File: src/rtl/hack_mem_ctrl.sv
// rtl/hack_mem_ctrl.sv - Hack CPU memory controller: RAM, keyboard and unmapped decode
// Optional err output enabled by defining HACK_MEM_CTRL_ERR_EN.
module hack_mem_ctrl (
   input  logic        clk,
   input  logic        reset,
   input  logic        cpu_req,
   input  logic        cpu_we,
   input  logic [0:14] cpu_addr,
   input  logic [0:15] cpu_wdata,
   output logic [0:15] cpu_rdata,
   output logic        cpu_ready,
   output logic [0:12] ram_address,
   output logic [0:15] ram_data,
   output logic        ram_load,
   input  logic [0:15] ram_out,
   input  logic [0:15] kbd_code
`ifdef HACK_MEM_CTRL_ERR_EN
   ,
   output logic        err
`endif
);

   typedef enum logic [1:0] {IDLE, ISSUE, WAIT, DONE} state_t;

   state_t      state, state_nxt;
   logic [0:14] addr_q;
   logic        we_q;
   logic [0:15] wdata_q;
   logic        is_ram;
   logic        is_kbd;

   assign is_ram = (addr_q[0:1] == 2'b00);
   assign is_kbd = (addr_q == 15'h6000);

   // The captured registers feed the RAM port directly, so the address holds between accesses.
   assign ram_address = addr_q[2:14];
   assign ram_data    = wdata_q;

   always_ff @(posedge clk) begin
      if (reset) begin
         state     <= IDLE;
         addr_q    <= '0;
         we_q      <= 1'b0;
         wdata_q   <= '0;
         cpu_rdata <= '0;
      end else begin
         state <= state_nxt;
         if (state == IDLE && cpu_req) begin
            addr_q  <= cpu_addr;
            we_q    <= cpu_we;
            wdata_q <= cpu_wdata;
         end
         if (state == ISSUE && !we_q && !is_ram)
            cpu_rdata <= is_kbd ? kbd_code : 16'h0000;
         if (state == WAIT)
            cpu_rdata <= ram_out;
      end
   end

   always_comb begin
      state_nxt = state;
      ram_load  = 1'b0;
      cpu_ready = 1'b0;
      case (state)
         IDLE:  if (cpu_req) state_nxt = ISSUE;
         ISSUE: begin
            // Gated by reset so an aborted access never commits a write.
            ram_load  = we_q && is_ram && !reset;
            state_nxt = (is_ram && !we_q) ? WAIT : DONE;
         end
         WAIT:  state_nxt = DONE;
         DONE:  begin
            cpu_ready = !reset;
            state_nxt = IDLE;
         end
         default: state_nxt = IDLE;
      endcase
   end

`ifdef HACK_MEM_CTRL_ERR_EN
   assign err = cpu_ready && !is_ram && (!is_kbd || we_q);
`endif

endmodule

File: config.mk
export PLATFORM = sky130hd
export DESIGN_NAME = hack_mem_ctrl
export DESIGN_NICKNAME = d
export VERILOG_FILES = /design/src/rtl/hack_mem_ctrl.sv
export SDC_FILE = /design/constraint.sdc
export NUM_CORES = 1
export LEC_CHECK = 0
export CORE_MARGIN = 2
export CORE_UTILIZATION = 40
export DETAILED_ROUTE_END_ITERATION = 8
export PLACE_DENSITY = 0.78
export REMOVE_ABC_BUFFERS = 1
export SETUP_SLACK_MARGIN = 0.15
export SYNTH_ARGS = -nofsm -noshare
export SYNTH_HDL_FRONTEND = slang
export SYNTH_SLANG_ARGS = --single-unit
File: constraint.sdc
create_clock -name clk -period 2.8 [get_ports clk]
set_clock_uncertainty 0.15 [all_clocks]
set_input_delay 0.28 -clock clk [delete_from_list [all_inputs] [get_ports clk]]
set_output_delay 0.28 -clock clk [all_outputs]
set_load 0.005 [all_outputs]
==> metrics.csv <==
stage;metric;value;unit
timing;Final Max Tran Viols;0;
die;die height;78.5;um
die;initial core utilization;40.8;%
timing;Period Utilization, post-route;79.7;%
yosys;Syn Inst Count;254;
grt;largest net degree at the start of global routing;34;
die;die footprint;6160;um2
timing;TNS Setup;0;ns
setup_path;Arrival @ worst endpoint;1.80;ns
timing;worst-margin pin slew;0.818;ns
yosys;top cell type's share of synthesized area;45.1;%
setup_path;required time worst endpoint;2.37;ns
die;core area;5440;um2
clock_network;postcts setup bufs;0;
power;Overall Power;2.23;mW
yosys;post-synthesis cell type count;27;
setup_path;delay-heaviest family, CP;buffers and inverters;
setup_path;Reg2Reg Depth;6;
final_layout;filler instances;461;
grt;GRT Total Usage;18.1;%
flow_run;max_cap viols;0;
yosys;Async S/R FF share, synth;0;%
timing;Final min period;2.23;ns
clock_network;clock buffer depth;2;
setup_path;CP Buf/Inv Count;2;
yosys;synth warn;0;
final_layout;layout net count;420;
yosys;count leader, synth;nand2_1;
clock_network;CTS Hold Bufs;0;
timing;final setup fails;0;
setup_path;Worst setup startpoint;state[1];
clock_network;H-tree depth;2;
timing;final hold vios;0;
setup_path;worst reg2reg path endpoint;cpu_rdata[14];
timing;RSZ-0062 raised after global routing;false;
placement;PortBufs;113;
yosys;Mapped Area;2220;um2
clock_network;root buf cell;clkbuf_8;
setup_path;worst-path maximum fanout;5;
power;leakage;1.23;nW
grt;grt ovf;0;
setup_path;slowest stage cell on the critical path;clkdlybuf4s50_1;
setup_path;Cell Chain, Critical Path;inv_1 -> ha_1 -> nand2_1 -> nor4_1 -> clkdlybuf4s50_1;
clock_network;post-cts sizing count;0;
setup_path;WP depth;5;
detailed_routing;DR vias/cell;4.90;
detailed_routing;DRC;0;
final_layout;fraction of layout cells with a size suffix above 1;6.92;%
setup_path;Setup crit end kind;output port;
yosys;Post-synth top cells;67 x nand2_1, 50 x dfxtp_1, 32 x a21oi_1;
grt;first-pass GRT wire length;8920;um
timing;slew margin rel.;45.3;%
timing;fmax;448;MHz
setup_path;RR Startpoint;state[1];
power;maximum VDD drop;0.379;mV
worst_hold_path;Min-Delay Path Class;reg2reg;
placement;placed cells;413;
yosys;top cells by area, synth;dfxtp_1 45%, nand2_1 11%, a21oi_1 7.2%;
clock_network;CTS tree;done;
clock_network;Clock Latency Late Sink;0.30;ns
detailed_routing;wirelength, routed;5560;um
setup_path;Worst Setup Path Type;reg2out;
yosys;sequential element share of the synthesized area;45.1;%
clock_network;clock-pin slew on the worst setup and hold paths;0.08;ns
yosys;Synth Area per Inst;8.74;um2
grt;initial antenna violation count;0;
setup_path;R2R setup slack;0.81;ns
final_layout;Syn-to-layout area delta;50.5;%
detailed_routing;1st-iter DRT viols;74;
detailed_routing;Routed Antenna Nets;0;
yosys;post-synthesis register bit count;50;
die;IO Count;114;
detailed_routing;DRT Pass-1 Iters;4;
die;Die Width;78.5;um
yosys;Synth Flop Type;dfxtp_1;
placement;Detail Placement HPWL;4010;um
final_layout;Non-Filler Instances;419;
setup_path;Critical Path End;ram_load;
final_layout;ANT cells;0;
grt;vias in the first global route;1920;
setup_path;critical path's largest stage delay;0.56;ns
power;PD cells;667;nW/um2
status;outcome;finished clean;
clock_network;Clock Sinks;50;
placement;routability congestion estimate;0.698;
die;FP Rows;27;
setup_path;CP startpoint kind;flip-flop;
yosys;Synth area leader;dfxtp_1;
detailed_routing;drt wl/cell;13.3;um
detailed_routing;Vias;2054;
clock_network;CTS buffer count;5;
yosys;Post-synth EDFFs;0;
-- worst register-to-register path: cells and delay by family, from the launching register on --
family / cells / cell delay, ns
compound gates: 2 / 0.49
simple gates: 1 / 0.37
buf+inv: 2 / 0.36
flops: 1 / 0.35
fa+ha+maj: 1 / 0.21
-- sequential cells by signal (all words and copies together) (netlist names) --
name       cells
ram_data      16
state          2
we_q           1
cpu_rdata     16
addr_q        15
-- how the worst min path moves through the flow --
stage,start,end,slack [ns],cells after the start
finish,ram_data[9],ram_data[9],0.31,2
global route,ram_data[9],ram_data[9],0.33,2
CTS,ram_data[11],ram_data[11],0.31,2
detailed placement,ram_data[5],ram_data[5],0.30,2
global placement,ram_data[1],ram_data[1],0.29,2
floorplan,reset,addr_q[0],0.20,1
-- final cells by class --
class                   count  area, um2  share of cell area [%]
repair buffers            118       1160                    34.8
well taps                  72       90.1                    2.69
inverters                   3       11.3                   0.337
flip-flops and latches     50       1000                    29.9
multi-input cells         170        995                    29.8
clock buffers               6       82.6                    2.47
-- layout by cell type (no fill, tap or decap) --
cell / count
clkdlybuf4s50_1: 112
clkbuf_8: 6
and2_1: 1
a22oi_1: 16
nand4_1: 1
nor4_4: 1
buf_4: 5
nand2b_1: 1
mux2i_1: 1
o211ai_2: 1
a21oi_1: 32
nor4_1: 3
o2bb2ai_1: 16
and2b_2: 10
and4b_1: 1
o21ai_0: 1
inv_1: 3
dfxtp_1: 50
nor2_1: 3
buf_2: 1
o31ai_1: 1
ha_1: 5
or3_1: 1
nand2_1: 67
nor2b_1: 7
a211oi_1: 1
-- report_power, final --
group	internal, mW	total [mW]	switching, mW
logic	0.479	0.887	0.408
registers	0.844	0.929	0.0852
clock network	0.191	0.415	0.224
total	1.51	2.23	0.717
-- per-stage QoR --
stage / hold slack, ns / utilization (%) / instance area (um2) / worst slack, ns
CTS: 0.308 / 61.5 / 3340 / 0.560
global placement: 0.291 / 59.9 / 3260 / 0.867
floorplan: 0.199 / - / 2010 / 0.528
finish: 0.306 / 61.5 / 3340 / 0.568
global route: 0.333 / 61.5 / 3340 / 0.471
detailed placement: 0.296 / 59.9 / 3260 / 0.811
-- metal layers --
metal | up-vias | track usage (%) | share of wire [%]
met5 | - | 0 | 0
met4 | 0 | 4.74 | 0.72
met3 | 4 | 7.70 | 11
met2 | 87 | 28.5 | 44
met1 | 923 | 22.7 | 44
li1 | 1040 | - | -
-- cells by family after synthesis --
logic type	Yosys count	share of synthesized area, %
AND/OR/NAND/NOR	96	21.1
multiplexers	1	0.451
flip-flops	50	45.1
adder cells (fa/ha/maj)	5	2.82
AO/OA/AOI/OAI	68	20.4
buffers and inverters	34	10.1
Power figures use the tool's default switching activity.
